$ cat src/rtl/arb4_rr_ctrl.sv
// Four-client round-robin arbiter with a programmable maximum hold time.
// Grants are registered and one-hot; every hand-over passes through at least
// one idle cycle so the shared resource never sees two owners back to back.
module arb4_rr_ctrl #(
  parameter int MAX_HOLD = 16
) (
  input  logic       clk,
  input  logic       rst_n,
  input  logic       en,
  input  logic [3:0] req,
  output logic [3:0] gnt,
  output logic [1:0] gnt_id,
  output logic       gnt_valid,
  output logic       timeout
);

  typedef enum logic {
    S_IDLE = 1'b0,
    S_BUSY = 1'b1
  } state_t;

  // Hold counter value on which the limit fires; unused when the limit is off.
  localparam bit         HOLD_EN   = (MAX_HOLD != 0);
  localparam logic [7:0] HOLD_LAST = (MAX_HOLD == 0) ? 8'd0 : 8'(MAX_HOLD - 1);

  state_t     r_state;
  logic [3:0] r_gnt;
  logic [1:0] r_gnt_id;
  logic       r_gnt_valid;
  logic       r_timeout;
  logic [1:0] r_last;
  logic [7:0] r_cnt;

  logic [2:0] w_pick;
  logic       w_rel_req;
  logic       w_rel_en;
  logic       w_rel_hold;
  logic       w_release;

  // Search last+1, last+2, last+3, last; returns {found, id}. Iterating from
  // the farthest offset down lets the nearest requester overwrite the result.
  function automatic logic [2:0] rr_pick(input logic [3:0] r, input logic [1:0] last);
    logic [2:0] res;
    logic [1:0] idx;
    res = 3'b000;
    for (int k = 4; k >= 1; k--) begin
      idx = last + 2'(k);
      if (r[idx]) res = {1'b1, idx};
    end
    return res;
  endfunction

  assign w_pick     = rr_pick(req, r_last);
  assign w_rel_req  = ~req[r_gnt_id];
  assign w_rel_en   = ~en;
  assign w_rel_hold = HOLD_EN && (r_cnt == HOLD_LAST);
  assign w_release  = w_rel_req | w_rel_en | w_rel_hold;

  // Arbitration FSM; every output is a register so nothing is combinational
  // from inputs to outputs.
  always_ff @(posedge clk or negedge rst_n) begin
    if (!rst_n) begin
      r_state     <= S_IDLE;
      r_gnt       <= 4'b0000;
      r_gnt_id    <= 2'b00;
      r_gnt_valid <= 1'b0;
      r_timeout   <= 1'b0;
      r_last      <= 2'b11;
      r_cnt       <= 8'd0;
    end else begin
      case (r_state)
        S_BUSY: begin
          if (w_release) begin
            r_state     <= S_IDLE;
            r_gnt       <= 4'b0000;
            r_gnt_id    <= 2'b00;
            r_gnt_valid <= 1'b0;
            // A dropped request or disable wins over the hold limit.
            r_timeout   <= w_rel_hold & ~w_rel_req & ~w_rel_en;
          end else begin
            r_timeout <= 1'b0;
            if (r_cnt != 8'hFF) r_cnt <= r_cnt + 8'd1;
          end
        end
        default: begin
          r_timeout <= 1'b0;
          if (en && w_pick[2]) begin
            r_state     <= S_BUSY;
            r_gnt       <= 4'b0001 << w_pick[1:0];
            r_gnt_id    <= w_pick[1:0];
            r_gnt_valid <= 1'b1;
            r_last      <= w_pick[1:0];
            r_cnt       <= 8'd0;
          end
        end
      endcase
    end
  end

  assign gnt       = r_gnt;
  assign gnt_id    = r_gnt_id;
  assign gnt_valid = r_gnt_valid;
  assign timeout   = r_timeout;

endmodule
$ cat config.mk
export PLATFORM = sky130hd
export DESIGN_NAME = arb4_rr_ctrl
export DESIGN_NICKNAME = d
export VERILOG_FILES = /design/src/rtl/arb4_rr_ctrl.sv
export SDC_FILE = /design/constraint.sdc
export NUM_CORES = 1
export LEC_CHECK = 0
export CORE_UTILIZATION = 51
export CTS_CLUSTER_SIZE = 24
export DETAILED_ROUTE_END_ITERATION = 10
export MAX_ROUTING_LAYER = met4
export PLACE_DENSITY = 0.72
export RECOVER_POWER = 50
export SLEW_MARGIN = 20
export SYNTH_ARGS = -nofsm -noshare
export SYNTH_HDL_FRONTEND = slang
export SYNTH_SLANG_ARGS = --single-unit
$ cat constraint.sdc
create_clock -name clk -period 2.45 [get_ports clk]
set_input_delay 0.49 -clock clk [delete_from_list [all_inputs] [get_ports clk]]
set_output_delay 0.49 -clock clk [all_outputs]
set_load 0.01 [all_outputs]
==> Yosys cells after proc, flatten, opt, wreduce, memory -nomap -nowiden <==
Index checks and enable logic that the tools add are counted.
{ "word_totals": {"input_bits": 7, "elab_cells": 66, "out_inout_bits": 8, "regBits": 19} }
{ "op_classes": {"bitwise_logic": 7, "mux": 32, "reduce_logical": 5, "magnitude_cmp": 5, "shifts": 1, "addsub": 4, "eq_ne": 5} }
{ "op_table": {"columns": ["op", "count"], "rows": [
  ["$mux W8", 4],
  ["$lt A2 B3 Y1 const B", 5],
  ["$mux W1", 13],
  ["$mux W3", 4],
  ["$mux W4", 3],
  ["$bmux W1 S2", 5],
  ["$add A8 B1 Y8 const B", 1],
  ["$eq A8 B4 Y1 const B", 1],
  ["$ne A8 B8 Y1 const B", 1],
  ["$mux W2", 3],
  ["$add A2 B2 Y2 const B", 2],
  ["$ne A2 B1 Y1 const B", 2],
  ["$reduce_and A2 Y1", 2],
  ["$shl A1 B2 Y4 const A", 1],
  ["$not A1 Y1", 3],
  ["$reduce_and A3 Y1", 1],
  ["$add A2 B1 Y2 const B", 1],
  ["$and A1 B1 Y1", 2],
  ["$ne A2 B2 Y1 const B", 1],
  ["$or A1 B1 Y1", 2],
  ["$reduce_bool A2 Y1", 1],
  ["$logic_and A1 B1 Y1", 1]
]} }

==> Logic depth before layout (Yosys ltp) <==
Gate-level depths: netlist of run 1.
{ "depth": {"depth_word": 9, "ltp_mapped": 6, "ltp_nobuf": 6} }

==> Least setup slack after synthesis of run 1 <==
Ideal clock, no wire load.
{ "synth_timing": {"path_type": "register to register", "from": "register r_cnt[0]", "to": "register r_cnt[5]", "path_buffers": 0, "slack_ns": 0.664, "path_stages_with_launch": 7, "required_ns": 2.372, "setup_time_ns": 0.078, "arrival_ns": 1.708, "synth_period_minus_slack_ns": 1.786, "path_cell_list": "dfrtp_1 > ha_1 > and3_1 > nand4_1 > nand4_4 > or4_1 > a21oi_1"} }
{ "synth_via": {"elab_chain_cells": 4, "elab_cells_between_ends": 10, "classes_between": "1 x add/sub; 4 x eq/ne; 3 x mux; 1 x bitwise; 1 x reduce/logical"} }
{ "synth_lines": {"columns": ["item", "line", "rtl"], "rows": [
  ["start, declared", "32", "logic [7:0] r_cnt;"],
  ["start signal, assigned", "82", "if (r_cnt != 8'hFF) r_cnt <= r_cnt + 8'd1;"],
  ["$add A8 B1 Y8 or $eq A8 B4 Y1 (tied branches)", "82, 56", null],
  ["$mux W8 or $or A1 B1 Y1 (tied branches)", "82, 57", null],
  ["$mux W8 or $ne A2 B2 Y1 (tied branches)", null, null],
  ["$mux W8 or $reduce_and A3 Y1 (tied branches)", null, null]
]} }
Parallel ways exist; a longest one is shown, timed or not. The select of a mux whose other input is x is not followed.
A chain may end at the register's enable or synchronous reset.

==> Worst setup path in the final report of run 1 <==
{ "layout_timing": {"from": "input req[0]", "to": "register r_cnt[5]"} }
{ "layout_via": {"elab_chain_cells": 9, "elab_cells_between_ends": 21, "classes_between": "1 x eq/ne; 14 x mux; 3 x bitwise; 3 x reduce/logical"} }
{ "layout_lines": {"columns": ["item", "line", "rtl"], "rows": [
  ["start, declared", "10", "input logic [3:0] req,"],
  ["$bmux W1 S2", "48", "if (r[idx]) res = {1'b1, idx};"],
  ["$mux W1 (not written as such)", "48", null],
  ["$mux W3 (4 in series)", "48", null],
  ["$logic_and A1 B1 Y1", "87", "if (en && w_pick[2]) begin"],
  ["$reduce_bool A2 Y1 (no line)", null, null],
  ["$reduce_and A3 Y1 (no line) *", null, null]
]} }
Mark *: on every way between the ends. The rest lies on a longest branch, timed or not. The select of a mux whose other input is x is not followed.

==> flow_summary.ini, run 1 <==
[global_routing]
grt_pass1_wl_mm = 3.236
grt_util_all_layers_pct = 22.61
antenna_found_initial = 0
grt_max_degree = 20
grt_pass1_vias = 729
grt.overflow.total = 0

[power]
power_density_nw_per_um2 = 901.1
p_leak_nw = 0.5274
ir_drop_v = 0.0005855
power_mw = 1.076

[clock_network]
post_cts_buffers = 0
cts_buffer_depth = 2
cts_resized = 0
tritoncts = built
numCtsBuffers = 3
cts_sinks = 19
clock_latency_ns = 0.30
root_buffer = clkbuf_4
htreeDepth = 1
clkSlewWorstSetupHoldPaths_ns = 0.11
cts_hold_buffers = 0

[detailed_routing]
via_count = 846
wire_per_inst_um = 15.14
routed_wl_mm = 2.135
ant_nets = 0
drc = 0
via_per_inst = 6.000
drt-pass1-iter-count = 4
drt_iter0_markers = 26

[cells_and_area]
drive_gt1_share_pct = 10.34
area.growth.synth_to_final_pct = 22.62
fin_cells = 141
fin_area_sq_um = 1194
fill_cells = 167
antennaDiodeCount = 0
fin_nets = 125

[timing]
max_freq_mhz = 484.2
finalSetupTns_ns = 0
tightestPinTransition_ns = 1.020
fin_crit_ns = 2.065
skew_ns = 0.005213
finalHoldWorstSlack_ns = 0.4900
maxSlewViolCount = 0
max_slew_margin_pct = 32.01
grt_setup_unrepaired = no
finalHoldViolCount = 0
setup_viol = 0
timing.final.crit_share_pct = 84.29

[setup_path]
required_ns = 2.68
critPathKind = input port to register
cp_slowest_cell = dlygate4sd3_1
slowest_delay_ns = 0.65
cp_top_family = simple AND/OR/NAND/NOR gates
critPathLaunchType = input port
setup.worst_path.end_class = register
crit_buf_inv = 1
cp_max_fo = 9
crit_chain = dlygate4sd3_1, mux2i_1, o22ai_4, nand4_4, or4_1, a21oi_1
cp.arrival_ns = 2.30

[floorplanning]
initial_utilization_pct = 55.18
io_pins = 15
rows = 15
die-height_um = 45.69
core_area_sq_um = 1764
dieArea_sq_um = 2088
die_x_um = 45.69

[flow_run]
drv_cap = 0

[synth]
ys_types = 37
synthMuxAreaShare_pct = 3.213
syn_avg_cell_area_sq_um = 10.25
netlist_instances = 95
synth_xor_area_share_pct = 0
ys_warn_count = 0
yosysSeqAreaShare_pct = 49.10
netlist_area_sq_um = 973.4
synth-seq-cells = 19
synthAdderAreaFrac_pct = 1.285
synth_nets = 103
synth_compound_area_share_pct = 20.95
synth_top_family_by_area = simple AND/OR/NAND/NOR gates
yosys.area_share.simple_pct = 24.29

[status]
status = complete, no violations

[hold_path]
hp-class = register to register

[placed_design]
place.gp.congestion = 0.8055
dpl.hpwl_mm = 1.515
io_buffer_count = 14
place_inst = 137
placed_area_sq_um = 1171
## synth_stat cells
cell      count  area, sq um
or3_1         1        6.260
a21oi_1       7        35.03
o22ai_4       1        20.02
nor2b_1       2        12.51
o21a_1        1        7.510
a311oi_1      1        8.760
clkbuf_1      1        3.750
and2_1        1        6.260
ha_1          1        12.51
o22ai_1       1        6.260
inv_1         2        7.510
a22o_1        6        52.55
and4b_1       1        10.01
nand3_1       2        10.01
or2_2         1        6.260
mux2i_1       2        20.02
o21ai_0       2        10.01
a31oi_1       1        6.260
nand2b_1      3        18.77
dfrtp_1      17        425.4
nand4_4       1        21.27
or4_1         2        15.01
dfstp_2       2        52.55
and3b_1       1        8.760
mux2_2        1        11.26
nand4_1       1        6.260
o31ai_1       3        22.52
nand3b_1      1        7.510
nand2_1       8        30.03
nor4_1        2        12.51
a21o_1        2        15.01
and3_1        4        25.02
nor2_1        8        30.03
a211oi_1      1        7.510
o21ai_1       1        5.000
o211ai_1      1        7.510
nor3_1        2        10.01
## placed cells by master, fill, tap and decap left out, drive strengths merged, types with 3 or more instances in the layout
cell           synthesis  final
a21oi                  7      7
nor2                   8      8
dlygate4sd3            0      4
o21ai                  3      3
o31ai                  3      3
dfrtp                 17     17
clkdlybuf4s50          0     10
and3                   4      4
clkbuf                 1      5
nand2b                 3      3
a22o                   6      6
nand2                  8      8
buf                    0      3
## sequential cells by signal, summed over array words and instances, names as in the netlist
register,cells
gnt_id,2
timeout,1
r_last,2
r_state,1
r_cnt,8
gnt_valid,1
gnt,4
## worst paths after layout
| path | from | end | slack (ns) | depth (start not counted) |
|---|---|---|---|---|
| min in group asynchronous | rst_n | r_cnt[4] | 0.88 | 2 |
| hold reg to reg | gnt_valid | gnt_valid | 0.49 | 1 |
| setup / recovery | req[0] | r_cnt[5] | 0.38 | 6 |
| hold / removal | gnt_valid | gnt_valid | 0.49 | 1 |
| setup reg to reg | r_cnt[0] | r_cnt[5] | 0.49 | 6 |
| max in group asynchronous | rst_n | gnt[0] | 0.96 | 2 |
## power breakdown
| part | internal, mW | switching [mW] |
|---|---|---|
| logic | 0.230 | 0.199 |
| registers | 0.410 | 0.0772 |
| clock network | 0.0634 | 0.0959 |
## metrics by stage
stage	setup slack, ns	util [%]
6_report	0.3848	67.66
5_1_grt	0.2928	67.66
3_3_place_gp	0.2102	66.38
3_5_place_dp	0.1516	66.38
2_1_floorplan	0.6642	-
4_1_cts	0.4577	67.87
## cell families (layout without fill, tap and decap cells)
family,after synthesis,after routing
compound gates,28,28
fa+ha+maj,1,1
buf+inv,3,24
flops,19,19
mux,3,3
simple gates,41,41
## per-layer routing
metal | wire length, um | global-route usage [%] | vias to the layer above
li1 | - | - | 399
met1 | 1063 | 31.71 | 416
met2 | 959 | 32.29 | 29
met3 | 98 | 2.778 | 2
met4 | 13 | 11.18 | 0
met5 | 0 | - | -
## cell type report
| cell class | count | area, sq um | share of cell area, % |
|---|---|---|---|
| Inverter | 2 | 7.507 | 0.6289 |
| Timing Repair Buffer | 18 | 166.4 | 13.94 |
| Clock buffer | 4 | 26.28 | 2.201 |
| Multi-Input combinational cell | 73 | 484.2 | 40.57 |
| Tap cell | 25 | 31.28 | 2.621 |
| Sequential cell | 19 | 478.0 | 40.04 |
(Power assumes the default switching activity.)
==> run 2, diff against run 1 <==
clock period = 1.95 ns   (was 2.45 ns; I/O delays follow)
==> flow_summary.ini, run 2 (same netlist as run 1, synthesis figures left out) <==
[clock_network]
tritoncts = built
htreeDepth = 1
post_cts_buffers = 0
clock_latency_ns = 0.30
cts_sinks = 19
numCtsBuffers = 3
cts_buffer_depth = 2
clkSlewWorstSetupHoldPaths_ns = 0.12
root_buffer = clkbuf_4

[floorplanning]
core_area_sq_um = 1764
io_pins = 15
dieArea_sq_um = 2088
initial_utilization_pct = 55.18
die-height_um = 45.69
die_x_um = 45.69
rows = 15

[flow_run]
drv_cap = 0

[detailed_routing]
via_per_inst = 5.520
drt-pass1-iter-count = 4
drc = 0
via_count = 839
wire_per_inst_um = 13.85
routed_wl_mm = 2.105
ant_nets = 0
drt_iter0_markers = 10

[cells_and_area]
post-route-util_pct = 72.48
drive_gt1_share_pct = 19.69
fin_nets = 136
top_register = r_cnt
fill_cells = 148
area.growth.synth_to_final_pct = 31.36
antennaDiodeCount = 0
fin_area_sq_um = 1279
largest_reg_flops = 8
layout_common_cells = dfrtp_1, clkdlybuf4s50_1, buf_4
final_common_cell = dfrtp_1

[status]
status = complete, no violations

[timing]
finalHoldViolCount = 0
setup_viol = 0
maxSlewViolCount = 0
max_freq_mhz = 539.9
fin_crit_ns = 1.852
finalHoldWorstSlack_ns = 0.5037
timing.final.crit_share_pct = 94.99
finalSetupTns_ns = 0
grt_setup_unrepaired = no
max_slew_margin_pct = 29.50
skew_ns = 0.008291
tightestPinTransition_ns = 1.058

[placed_design]
placed_area_sq_um = 1254
io_buffer_count = 14
place.gp.congestion = 0.7351
dpl.hpwl_mm = 1.522

[global_routing]
grt_max_degree = 20
met1_usage_pct = 34.77
grt_pass1_wl_mm = 3.312
grt_pass1_vias = 745
antenna_found_initial = 0
grt_util_met3_pct = 2.381
busiest_layer = met1
grt_util_all_layers_pct = 22.98
grt_use_met2_pct = 32.29
grt.overflow.total = 0

[hold_path]
holdPathStages = 1
hp-class = register to register
holdPathEnd = gnt_valid
worstHoldStart = gnt_valid

[setup_path]
reg2reg_from = r_cnt[0]
r2r_setup_slack_ns = 0.1
critPathKind = register to register
cp.arrival_ns = 2.09
cp_max_fo = 6
reg2regPathDepth = 6
required_ns = 2.18
setup.worst_path.end_class = register
critPathLaunchType = register
r2r-end = r_cnt[5]

[power]
power_density_nw_per_um2 = 1101
p_leak_nw = 0.5726
ir_drop_v = 0.0007679
-- run 2: per-stage QoR --
stage | worst slack, ns | total power [mW] | cells
finish | 0.09776 | 1.407 | 152
global route | 0.004447 | 1.497 | 152
CTS | 0.06075 | 1.422 | 152
detailed placement | -0.1586 | 1.218 | 148
global placement | -0.1129 | 1.202 | 148
floorplan | 0.1642 | 0.9136 | 95
-- run 2: timing repair --
item | 4_1_cts | 5_1_grt
setup endpoints to repair | 0 | 1
hold endpoints to repair | 0 | 0
gates resized for setup | 0 | 2
hold buffers | 0 | 0
-- run 2: final cells by class --
type	count	area (sq um)	area share, %
flip-flops and latches	19	478.0	37.38
clock buffers	3	22.52	1.761
multi-input cells	73	489.2	38.26
well taps	25	31.28	2.446
repair buffers	29	245.2	19.18
inverters	2	7.507	0.5871
clock inverters	1	5.005	0.3914
-- run 2: power breakdown --
group | internal [mW] | switching [mW] | total (mW)
clock network | 0.0763 | 0.126 | 0.202
registers | 0.515 | 0.102 | 0.617
logic | 0.332 | 0.257 | 0.589
-- run 2: per-layer routing --
metal / routed length [um] / vias to the layer above
met3: 64 / 2
met2: 939 / 12
li1: - / 426
met1: 1087 / 399
met5: 0 / -
met4: 13 / 0
-- run 2: how the worst max path moves through the flow --
stage	startpoint	end	depth (start not counted)
floorplan	r_cnt[0]	r_cnt[5]	6
global placement	en	r_cnt[5]	6
detailed placement	en	gnt[3]	7
CTS	r_cnt[0]	r_cnt[5]	6
global route	r_cnt[0]	r_cnt[5]	6
finish	r_cnt[0]	r_cnt[5]	6
-- run 2: critical path, cell delays in order (launching register included) --
cell and delay (ns):
dfrtp_1 0.42, ha_2 0.22, and3_1 0.21, nand4_1 0.16, nand4_4 0.14, or4_1 0.49, a21oi_1 0.15
